==> src/rtl/keypad_scanner.sv <==
// keypad_scanner: 4x4 active-low matrix keypad scanner with frame-based debounce and key encoding.
// Build option: KEYPAD_GHOST_REJECT_EN turns any multi-key frame into "no key".
`default_nettype none

module keypad_scanner #(
  parameter int SCAN_DIV     = 1000,
  parameter int DEBOUNCE_CNT = 8
) (
  input  logic       clk,
  input  logic       off_n,
  input  logic [3:0] row_in,
  output logic [3:0] col_out,
  output logic [3:0] enc_out,
  output logic       pressed,
  output logic       key_valid
);

  localparam int             SW        = $clog2(SCAN_DIV);
  localparam logic [SW-1:0]  SLOT_LAST = SW'(SCAN_DIV - 1);
  localparam logic [SW-1:0]  SLOT_ONE  = SW'(1);
  localparam logic [7:0]     DB_TARGET = 8'(DEBOUNCE_CNT);

  typedef enum logic [1:0] {
    IDLE = 2'd0,
    CAND = 2'd1,
    HELD = 2'd2,
    REL  = 2'd3
  } state_t;

  logic [1:0]    rst_ff;
  logic          rst_n;
  logic [3:0]    row_meta;
  logic [3:0]    row_sync;
  logic [SW-1:0] slot;
  logic [1:0]    col;
  logic [1:0]    col_nxt;
  logic          slot_last;
  logic          frame_end;
  logic [15:0]   hits;
  logic [15:0]   slot_hits;
  logic          scan_any;
  logic [3:0]    scan_code;
  logic          frame_done;
  logic          frame_hit;
  logic [3:0]    frame_code;

  state_t        state;
  state_t        state_n;
  logic [3:0]    cand;
  logic [3:0]    cand_n;
  logic [7:0]    cnt;
  logic [7:0]    cnt_n;
  logic [7:0]    cnt_inc;
  logic [3:0]    enc_n;
  logic          pressed_n;
  logic          key_valid_n;

  // Reset asserts immediately with off_n and releases on a clock edge.
  always_ff @(posedge clk or negedge off_n) begin
    if (!off_n) begin
      rst_ff <= 2'b00;
    end else begin
      rst_ff <= {rst_ff[0], 1'b1};
    end
  end

  assign rst_n = rst_ff[1];

  always_ff @(posedge clk or negedge rst_n) begin
    if (!rst_n) begin
      row_meta <= 4'hF;
      row_sync <= 4'hF;
    end else begin
      row_meta <= row_in;
      row_sync <= row_meta;
    end
  end

  assign slot_last = (slot == SLOT_LAST);
  assign frame_end = slot_last && (col == 2'd3);
  assign col_nxt   = col + 2'd1;

  always_ff @(posedge clk or negedge rst_n) begin
    if (!rst_n) begin
      slot    <= '0;
      col     <= 2'd0;
      col_out <= 4'b1110;
    end else if (slot_last) begin
      slot    <= '0;
      col     <= col_nxt;
      col_out <= ~(4'b0001 << col_nxt);
    end else begin
      slot    <= slot + SLOT_ONE;
    end
  end

  // Key index is 4*row + col; the current column's bits come from the live sample.
  always_comb begin
    slot_hits = hits;
    for (int r = 0; r < 4; r++) begin
      for (int c = 0; c < 4; c++) begin
        if (col == 2'(c)) begin
          slot_hits[4*r + c] = ~row_sync[r];
        end
      end
    end
  end

  always_ff @(posedge clk or negedge rst_n) begin
    if (!rst_n) begin
      hits <= '0;
    end else if (slot_last) begin
      hits <= frame_end ? 16'h0000 : slot_hits;
    end
  end

  function automatic logic [3:0] key_code(input logic [3:0] idx);
    logic [3:0] code;
    case (idx)
      4'd0:    code = 4'h1;
      4'd1:    code = 4'h2;
      4'd2:    code = 4'h3;
      4'd3:    code = 4'hA;
      4'd4:    code = 4'h4;
      4'd5:    code = 4'h5;
      4'd6:    code = 4'h6;
      4'd7:    code = 4'hB;
      4'd8:    code = 4'h7;
      4'd9:    code = 4'h8;
      4'd10:   code = 4'h9;
      4'd11:   code = 4'hC;
      4'd12:   code = 4'hE;
      4'd13:   code = 4'h0;
      4'd14:   code = 4'hF;
      default: code = 4'hD;
    endcase
    return code;
  endfunction

  // Walking down from index 15 lets the lowest active index overwrite the rest.
  always_comb begin
    scan_code = 4'hF;
    for (int i = 15; i >= 0; i--) begin
      if (slot_hits[i]) begin
        scan_code = key_code(4'(i));
      end
    end
`ifdef KEYPAD_GHOST_REJECT_EN
    scan_any = (|slot_hits) && ((slot_hits & (slot_hits - 16'd1)) == 16'h0000);
`else
    scan_any = |slot_hits;
`endif
  end

  always_ff @(posedge clk or negedge rst_n) begin
    if (!rst_n) begin
      frame_done <= 1'b0;
      frame_hit  <= 1'b0;
      frame_code <= 4'hF;
    end else begin
      frame_done <= frame_end;
      if (frame_end) begin
        frame_hit  <= scan_any;
        frame_code <= scan_code;
      end
    end
  end

  assign cnt_inc = (cnt >= DB_TARGET) ? cnt : cnt + 8'd1;

  always_ff @(posedge clk or negedge rst_n) begin
    if (!rst_n) begin
      state     <= IDLE;
      cand      <= 4'hF;
      cnt       <= 8'd0;
      enc_out   <= 4'hF;
      pressed   <= 1'b0;
      key_valid <= 1'b0;
    end else begin
      state     <= state_n;
      cand      <= cand_n;
      cnt       <= cnt_n;
      enc_out   <= enc_n;
      pressed   <= pressed_n;
      key_valid <= key_valid_n;
    end
  end

  always_comb begin
    state_n     = state;
    cand_n      = cand;
    cnt_n       = cnt;
    enc_n       = enc_out;
    pressed_n   = pressed;
    key_valid_n = 1'b0;
    if (frame_done) begin
      case (state)
        IDLE: begin
          if (frame_hit) begin
            cand_n = frame_code;
            cnt_n  = 8'd1;
            if (DB_TARGET <= 8'd1) begin
              state_n     = HELD;
              enc_n       = frame_code;
              pressed_n   = 1'b1;
              key_valid_n = 1'b1;
            end else begin
              state_n = CAND;
            end
          end
        end
        CAND: begin
          if (!frame_hit) begin
            state_n = IDLE;
            cnt_n   = 8'd0;
          end else if (frame_code == cand) begin
            cnt_n = cnt_inc;
            if (cnt_inc >= DB_TARGET) begin
              state_n     = HELD;
              enc_n       = cand;
              pressed_n   = 1'b1;
              key_valid_n = 1'b1;
            end
          end else begin
            cand_n = frame_code;
            cnt_n  = 8'd1;
          end
        end
        HELD: begin
          if (!(frame_hit && (frame_code == enc_out))) begin
            cnt_n = 8'd1;
            if (DB_TARGET <= 8'd1) begin
              state_n   = IDLE;
              pressed_n = 1'b0;
            end else begin
              state_n = REL;
            end
          end
        end
        default: begin
          if (frame_hit && (frame_code == enc_out)) begin
            state_n = HELD;
          end else begin
            cnt_n = cnt_inc;
            if (cnt_inc >= DB_TARGET) begin
              state_n   = IDLE;
              pressed_n = 1'b0;
              cnt_n     = 8'd0;
            end
          end
        end
      endcase
    end
  end

endmodule

`default_nettype wire

==> config.mk <==
export PLATFORM = sky130hd
export DESIGN_NAME = keypad_scanner
export DESIGN_NICKNAME = d
export VERILOG_FILES = /design/src/rtl/keypad_scanner.sv
export SDC_FILE = /design/constraint.sdc
export NUM_CORES = 1
export LEC_CHECK = 0
export BUFFER_PORTS_ARGS = -buffer_cell sky130_fd_sc_hd__buf_4
export CAP_MARGIN = 15
export CORE_MARGIN = 2
export CORE_UTILIZATION = 45
export CTS_CLUSTER_SIZE = 24
export DETAILED_ROUTE_END_ITERATION = 8
export GPL_TIMING_DRIVEN = 0
export PLACE_DENSITY = 0.59
export SETUP_SLACK_MARGIN = 0.02
export SLEW_MARGIN = 30
export SYNTH_ARGS = -nofsm -noshare
export SYNTH_HDL_FRONTEND = slang
export SYNTH_SLANG_ARGS = --single-unit
==> constraint.sdc <==
create_clock -name clk -period 6.5 [get_ports clk]
set_clock_uncertainty 0.05 [all_clocks]
set_input_delay 0.65 -clock clk [delete_from_list [all_inputs] [get_ports clk]]
set_output_delay 0.65 -clock clk [all_outputs]
set_load 0.02 [all_outputs]
[Yosys cells after proc, flatten, opt, wreduce, memory -nomap -nowiden]
Index checks and enable logic that the tools add are counted.
Cells by class
  bitwise gates (word level): 6
  shift operators: 1
  equal/unequal tests: 17
  reduce and logical (&&, ||, !) cells: 13
  $add $sub $neg: 3
  order comparisons: 2
  mux-type cells: 65
Operators by type and width (count)
  4-bit 2-to-1 mux: 18
  8-bit 2-to-1 mux: 7
  1-bit 2-to-1 mux: 26
  8-bit case mux with 3 select lines: 1
  8-bit by 4-bit >= comparator with 1-bit output, second input constant: 2
  16-bit 2-to-1 mux: 1
  2-bit 2-to-1 mux: 8
  16-bit OR reduction: 1
  6-bit AND reduction: 2
  10-bit by 1-bit adder with 10-bit output, second input constant: 1
  10-bit equality test, second input constant: 1
  10-bit 2-to-1 mux: 1
  2-bit != test, second input constant: 5
  5-bit AND reduction: 2
  8-bit by 1-bit adder with 8-bit output, second input constant: 1
  4-bit equality test: 2
  4-bit case mux with 2 select lines: 1
  2-bit equality test, second input constant: 3
  3-bit != test, second input constant: 2
  2-bit case mux with 3 select lines: 1
  1-bit inverter: 5
  5-bit nonzero test: 1
  2-bit by 1-bit equality test with 1-bit output, second input constant: 2
  2-bit zero test: 2
  10 further kinds: 11
Storage, ports and cells
  bits of input ports: 6
  bits in registers: 68
  word-level logic and storage cells: 123
  output and inout port bits: 10

[Logic depth before layout (Yosys ltp)]
Gate-level depths: netlist of run 1.
  depth after elaboration: 18
  gate-level depth with buffers: 8
  gate-level depth less buffers: 7

[Worst setup path after synthesis of run 1]
No wires, ideal clock.
  path type: flip-flop to flip-flop
  from: register cnt[7]
  to: register state[0]
  stages on the path, launching flop included: 6
  period minus slack after synthesis: 2.235 ns
  setup slack: 4.265 ns
  library setup time: 0.128 ns
  buffers on the path: 0
  arrival time: 2.058 ns
  required time: 6.322 ns
  path through: dfrtp_1 > or4_4 > or3_1 > or3_1 > o211ai_2 > mux2_1
On the way
  word-level cells in the longest chain between the ends: 5
  elaborated cells between the ends (all ways): 7
  classes of those cells: add/sub (1); order compare (2); eq/ne (1); mux (1); reduce/logical (2)
Ends and longest elaborated chain
  start: declaration: RTL line 51  | logic [7:0] cnt;
  start signal: assignment: RTL line 182  | cnt <= cnt_n;
  8-bit by 1-bit adder with 8-bit output or 8-bit by 4-bit >= comparator with 1-bit output (tied branches): RTL line 169  | assign cnt_inc = (cnt >= DB_TARGET) ? cnt : cnt + 8'd1;
  8-bit 2-to-1 mux (*): RTL line 169
  8-bit by 4-bit >= comparator with 1-bit output (*): RTL line 218, 245
  3-bit != test (no source line) or 5-bit nonzero test (tied branches)
  6-bit AND reduction (no source line) (*)
  end signal: assignment: RTL line 180  | state <= state_n;
  end: declaration: RTL line 47  | state_t state;
Mark *: on every way between the ends. The rest lies on a longest branch, timed or not.
A chain may end at the register's enable or synchronous reset.

[Worst setup path after layout of run 1]
  from: register col[0]
  to: register frame_code[3]
On the way
  word-level cells in the longest chain between the ends: 16
  elaborated cells between the ends (all ways): 33
  classes of those cells: eq/ne (3); mux (28); reduce/logical (2)
Ends and longest elaborated chain
  start: declaration: RTL line 35  | logic [1:0] col;
  start signal: assignment: RTL line 90  | col <= col_nxt;
  2-bit by 1-bit equality test with 1-bit output: RTL line 102  | if (col == 2'(c)) begin
  1-bit 2-to-1 mux: RTL line 102
  4-bit 2-to-1 mux (14 in series): RTL line 144  | if (slot_hits[i]) begin
  end signal: assignment: RTL line 164  | frame_code <= scan_code;
  end: declaration: RTL line 45  | logic [3:0] frame_code;
Several ways; a longest one is shown, not always the timed one.

==> flow_summary.json, run 1 <==
{
  "status": "finished, final reports clean",
  "cts_tree": "done",
  "startpoint_type": "register",
  "dp_hpwl_um": 4960,
  "postLayoutCoreUtil": 0.534,
  "synth-seq-area-share": 0.504,
  "layout.nets": 386,
  "cts_resized": 0,
  "grtUsageTotal": 0.185,
  "ys.flop_type": "dfrtp_1",
  "drtAntennaViolNets": 0,
  "stdcell_area_um2": 3920,
  "fmax_mhz": 399,
  "dp_cells": 455,
  "syn_nets": 359,
  "grt_antenna_before_repair": 0,
  "rsz0062_at_grt": "false",
  "yosysTopAreaCell": "dfrtp_1",
  "initial_core_util": 0.468,
  "ctsHoldBuffers": 0,
  "via_per_inst": 5.36,
  "max-vdd-ir-drop_v": 0.000105,
  "worstMarginPinSlew_ps": 883,
  "fin_crit_ps": 2500,
  "power_density_nw_per_um2": 213,
  "core.rowCount": 31,
  "routed_wirelength_um": 6930,
  "dr_total_vias": 2525,
  "port_buffers": 15,
  "postCtsSetupRepairBufs": 0,
  "setup_tns_ps": 0,
  "synth_area_um2": 3430,
  "synth-seq-cells": 68,
  "ys_types": 54,
  "ys_async_sr_fraction": 1.00,
  "place_area_um2": 3700,
  "path_class": "register to register",
  "synth_common_cells": "dfrtp_1 (45), nand2_1 (29), nor2_1 (27), o21ai_0 (24), dfstp_2 (23)",
  "drive_gt1_frac": 0.183,
  "numCtsBuffers": 9,
  "synth_edf_count": 0,
  "clock_path_buffers": 2,
  "wl_per_cell_um": 14.7,
  "avgSynthCellArea_um2": 10.1,
  "firstDrtPassIters": 4,
  "slew_headroom": 0.407,
  "hold_class": "input pin to asynchronous set/reset pin",
  "cap_violations": 0,
  "clkTransAtPathRegs_ps": 80,
  "p_leak_nw": 1.71,
  "drc": 0,
  "endpoint_kind": "register",
  "clock-sinks": 68,
  "overflow": 0,
  "grt_pass1_wl_um": 12300,
  "crit_path_max_fanout": 10,
  "finalHoldViolations": 0,
  "crit_arrival_ps": 2710,
  "yosysMostFrequentCell": "dfrtp_1",
  "die_w_um": 91.3,
  "clk_latency_ps": 340,
  "finalSetupViolations": 0,
  "required_ps": 6710,
  "gp_congestion": 0.879,
  "antennaDiodeCount": 0,
  "slew_viol_final": 0,
  "core-area_um2": 7330,
  "synth_top_area_frac": 0.328,
  "drtIter0Drc": 85,
  "first_global_vias": 2538,
  "areaGrowthSynthToFinish_pct": 14.1,
  "fin_crit_sh": 0.385,
  "yosysWarnings": 0,
  "ioPinCount": 16,
  "cts_root_buffer": "clkbuf_8",
  "layoutNonFillerInstCount": 471,
  "die-area_um2": 8340,
  "die_h_um": 91.3,
  "synth_cells": 340,
  "synth.area.top_cells": "dfrtp_1 (33%), dfstp_2 (18%), ha_1 (4.7%)",
  "hold_ws_ps": 21.5,
  "cts_max_level": 3,
  "grt_max_degree": 35
}
## layout make-up
cell class,count,area (um2)
timing repair buffer,16,133
clock inverter,6,88.8
tap,99,124
fill,664,3410
multi-input combinational,241,1590
inverter,19,71.3
clock buffer,10,128
sequential,68,1730
buffer,12,46.3
## flip-flops by register name, summed over array words and instances, names as in the netlist
signal	flops
cand	4
cnt	8
col	2
col_out	4
enc_out	4
frame_code	4
frame_done	1
frame_hit	1
hits	16
key_valid	1
pressed	1
row_meta	4
row_sync	4
rst_ff	2
slot	10
state	2
## path summary, 6_finish.rpt
| path | slack, ps | startpoint | cells past startpoint | to |
|---|---|---|---|---|
| setup / recovery | 4000 | col[0]$_DFFE_PN0N_ | 8 | frame_code[3]$_DFFE_PN1P_ |
| hold / removal | 20 | off_n | 1 | rst_ff[1]$_DFF_PN0_ |
| setup reg to reg | 4000 | col[0]$_DFFE_PN0N_ | 8 | frame_code[3]$_DFFE_PN1P_ |
| hold reg to reg | 230 | rst_ff[1]$_DFF_PN0_ | 0 | cnt[0]$_DFFE_PN0P_ |
| max in group asynchronous | 5570 | rst_ff[1]$_DFF_PN0_ | 1 | cand[0]$_DFFE_PN1P_ |
| min in group clk | 300 | rst_ff[0]$_DFF_PN0_ | 0 | rst_ff[1]$_DFF_PN0_ |
## layer usage
layer | vias to the layer above | wire [um] | track usage
met5 | - | 0 | 0
met1 | 1230 | 3430 | 0.253
met4 | 0 | 97 | 0.0745
met2 | 39 | 3190 | 0.294
li1 | 1248 | - | -
met3 | 8 | 224 | 0.0299
## critical path, stage by stage, from the launching register on
cell and delay, ps:
dfrtp_1 410, ha_1 160, buf_2 180, inv_1 170
or4_1 530, clkbuf_1 220, nor3_1 420, nand2_1 90
o21ai_0 200
## power by group
group	internal [mW]	switching [mW]
sequential	0.429	0.00605
combinational	0.00532	0.00928
clock	0.216	0.167
## cell families (layout without fill, tap and decap cells)
group,Yosys count,count (layout),synth area share
simple gates,119,119,0.175
compound gates,77,77,0.149
flops,68,68,0.504
buf+inv,31,63,0.0343
fa+ha+maj,13,13,0.0474
xor+xnor,16,16,0.0408
other cells,1,1,0.00109
mux,15,15,0.0477
## stage by stage
| step | setup WS (ps) | power [mW] |
|---|---|---|
| after floorplan | 4260 | 0.449 |
| after global placement | 3650 | 0.455 |
| final | 4000 | 0.832 |
| after detailed placement | 3970 | 0.458 |
| after CTS | 3970 | 0.844 |
| after global routing | 3730 | 0.862 |
## cells in the final DEF (no fill, tap or decap), types with 9 or more instances in the layout
master    instances
nor3_1            9
nor2_1           27
xnor2_1          10
nor2b_1          10
buf_4            15
clkbuf_8          9
nand2_1          29
dfstp_2          23
a21oi_1          11
clkbuf_1         12
dfrtp_1          44
inv_1            19
o21ai_0          24
mux2_2            9
nand2b_1         10
ha_1             13
Note: power is estimated with default switching activity, not from simulation.
==> run 2, diff against run 1 <==
--- a/config.mk
+++ b/config.mk
@@ -12,7 +12,7 @@
 export CTS_CLUSTER_SIZE = 24
 export DETAILED_ROUTE_END_ITERATION = 8
 export GPL_TIMING_DRIVEN = 0
-export PLACE_DENSITY = 0.59
+export PLACE_DENSITY = 0.62
 export SETUP_SLACK_MARGIN = 0.02
 export SLEW_MARGIN = 30
 export SYNTH_ARGS = -nofsm -noshare
==> constraint.sdc (replaced) <==
create_clock -name clk -period 2.3 [get_ports clk]
set_clock_uncertainty 0.05 [all_clocks]
set_input_delay 0.23 -clock clk [delete_from_list [all_inputs] [get_ports clk]]
set_output_delay 0.23 -clock clk [all_outputs]
set_load 0.02 [all_outputs]
==> run 2 against run 1 <==
  * The run now ends with setup timing left
  * Flip-flop and latch count stayed put
  * Utilization is 2.9 points higher
  * Wire length increased by 6.5%
  * Via count up 2.9%
  * Combinational power rose to 3.7 times the previous value
  * Fmax increased by 7.1%
  * Cell count increased by 2.1%
  * Cell area up 5.5%
  * Critical path depth decreased by 3
  * Sequential share of layout area fell by 2.3 points
  * Clock power is 130% higher
  * Die area stayed put
  * Critical path type unchanged
  * Critical endpoint is now state[1]$_DFFE_PN0P_
  * Largest cell class unchanged
==> flow_summary.json, run 2 (same netlist as run 1, synthesis figures left out) <==
{
  "startpoint_type": "register",
  "first_global_vias": 2603,
  "place_area_um2": 3700,
  "port_buffers": 15,
  "clkTransAtPathRegs_ps": 70,
  "slew_viol_final": 0,
  "p_leak_nw": 1.79,
  "worstMarginPinSlew_ps": 505,
  "grt_max_degree": 44,
  "largest_register": "hits",
  "final_common_cell": "dfrtp_1",
  "reg_top3": "hits (16), slot (10), cnt (8)",
  "pwr-share-seq": 0.563,
  "clk_latency_ps": 340,
  "core.rowCount": 31,
  "dr_total_vias": 2597,
  "violations": "setup timing",
  "cts_max_level": 3,
  "finalHoldViolations": 0,
  "pwr-share-clk": 0.412,
  "grt_antenna_before_repair": 0,
  "required_ps": 2480,
  "die_h_um": 91.3,
  "cap_violations": 0,
  "grt_pass1_wl_um": 12800,
  "setup_ws_ps": -39.0,
  "dp_hpwl_um": 5160,
  "cts_tree": "done",
  "grtUsageTotal": 0.195,
  "drtIter0Drc": 92,
  "slew_headroom": 0.660,
  "status": "complete, but fails checks",
  "overflow": 0,
  "power_density_nw_per_um2": 528,
  "finalSetupViolations": 2,
  "setup_tns_ps": -76.9,
  "p_sw_frac": 0.215,
  "numCtsBuffers": 9,
  "drc": 0,
  "final_cell_mix": "dfrtp_1 (44), nand2_1 (29), nor2_1 (26)",
  "endpoint_kind": "register",
  "drtAntennaViolNets": 0,
  "fmax_mhz": 428,
  "fin_crit_sh": 1.02,
  "p_sw_mw": 0.470,
  "ioPinCount": 16,
  "areaGrowthSynthToFinish_pct": 20.3,
  "clock_path_buffers": 2,
  "wl_per_cell_um": 15.4,
  "gp_congestion": 0.950,
  "power_frac_comb": 0.025,
  "die_w_um": 91.3,
  "antennaDiodeCount": 0,
  "hold_class": "input pin to asynchronous set/reset pin",
  "fin_crit_ps": 2340,
  "rsz0062_at_grt": "true",
  "via_per_inst": 5.40,
  "largest_reg_flops": 16,
  "stdcell_area_um2": 4130,
  "cts_root_buffer": "clkbuf_8",
  "layout.nets": 396,
  "path_class": "register to register",
  "power.total_mw": 2.18,
  "firstDrtPassIters": 4,
  "drive_gt1_frac": 0.259,
  "routed_wirelength_um": 7390,
  "initial_core_util": 0.468,
  "max-vdd-ir-drop_v": 0.000359,
  "crit_path_max_fanout": 2,
  "p_int_mw": 1.71,
  "core-area_um2": 7330,
  "die-area_um2": 8340,
  "crit_arrival_ps": 2520,
  "preCtsSetupSlack_ps": -220,
  "clock-sinks": 68
}
run 2: cell types whose count changed in the layout (fill, tap and decap cells not counted), sizes merged:
| cell | before | now |
|---|---|---|
| clkinvlp | 2 | 1 |
| inv | 19 | 18 |
| buf | 17 | 26 |
| dlygate4sd3 | 0 | 5 |
| bufinv | 2 | 0 |
run 2: path summary, 6_finish.rpt:
path / end / slack (ps) / startpoint / depth (start not counted)
max reg2reg: state[1]$_DFFE_PN0P_ / -40 / cnt[7]$_DFFE_PN0P_ / 5
max in group asynchronous: frame_code[0]$_DFFE_PN1P_ / 1440 / rst_ff[1]$_DFF_PN0_ / 1
max: state[1]$_DFFE_PN0P_ / -40 / cnt[7]$_DFFE_PN0P_ / 5
min: rst_ff[1]$_DFF_PN0_ / 160 / off_n / 2
min reg2reg: hits[9]$_DFFE_PN0N_ / 180 / rst_ff[1]$_DFF_PN0_ / 0
min in group clk: row_sync[0]$_DFF_PN1_ / 300 / row_meta[0]$_DFF_PN1_ / 0
run 2: final cells by class:
class	instances	area, um2
Fill cell	668	3200
Sequential cell	68	1730
Clock buffer	14	173
Inverter	19	75.1
Tap cell	99	124
Buffer	10	58.8
Clock inverter	2	10.0
Timing Repair Buffer	28	235
Multi-Input combinational cell	241	1720
run 2: timing repair:
item / in CTS / in global routing
endpoints found under the hold margin: 6 / 0
hold buffers: 5 / 0
resized for setup: 9 / 30
pin swaps: 0 / 4
endpoints found under the setup margin: 7 / 24
buffers inserted: 3 / 4
run 2: power groups by stage:
stage / combinational [mW] / clock (mW) / sequential [mW]
2_1_floorplan: 0.0150 / 0 / 1.25
3_3_place_gp: 0.0276 / 0 / 1.26
3_5_place_dp: 0.0462 / 0 / 1.25
4_1_cts: 0.0538 / 0.933 / 1.23
5_1_grt: 0.0607 / 0.989 / 1.23
6_report: 0.0540 / 0.899 / 1.23
run 2: critical path: stages, from the launching register on:
cell and delay [ps]:
dfrtp_1 380, or4_4 540, or3_4 380, or3_4 350, o211ai_4 230, mux2_4 320
run 2: stage by stage:
step	util	hold WS [ps]	instances
finish	0.563	164	481
global route	0.563	156	481
CTS	0.543	138	478
detailed placement	0.505	-34.9	455
global placement	0.501	-37.5	454
floorplan	-	-116	340
run 2: routing by layer:
layer	up-vias	wire length (um)	GRT usage
li1	1271	-	-
met1	1281	3540	0.260
met2	36	3550	0.304
met3	9	167	0.0349
met4	0	124	0.0985
met5	-	0	0
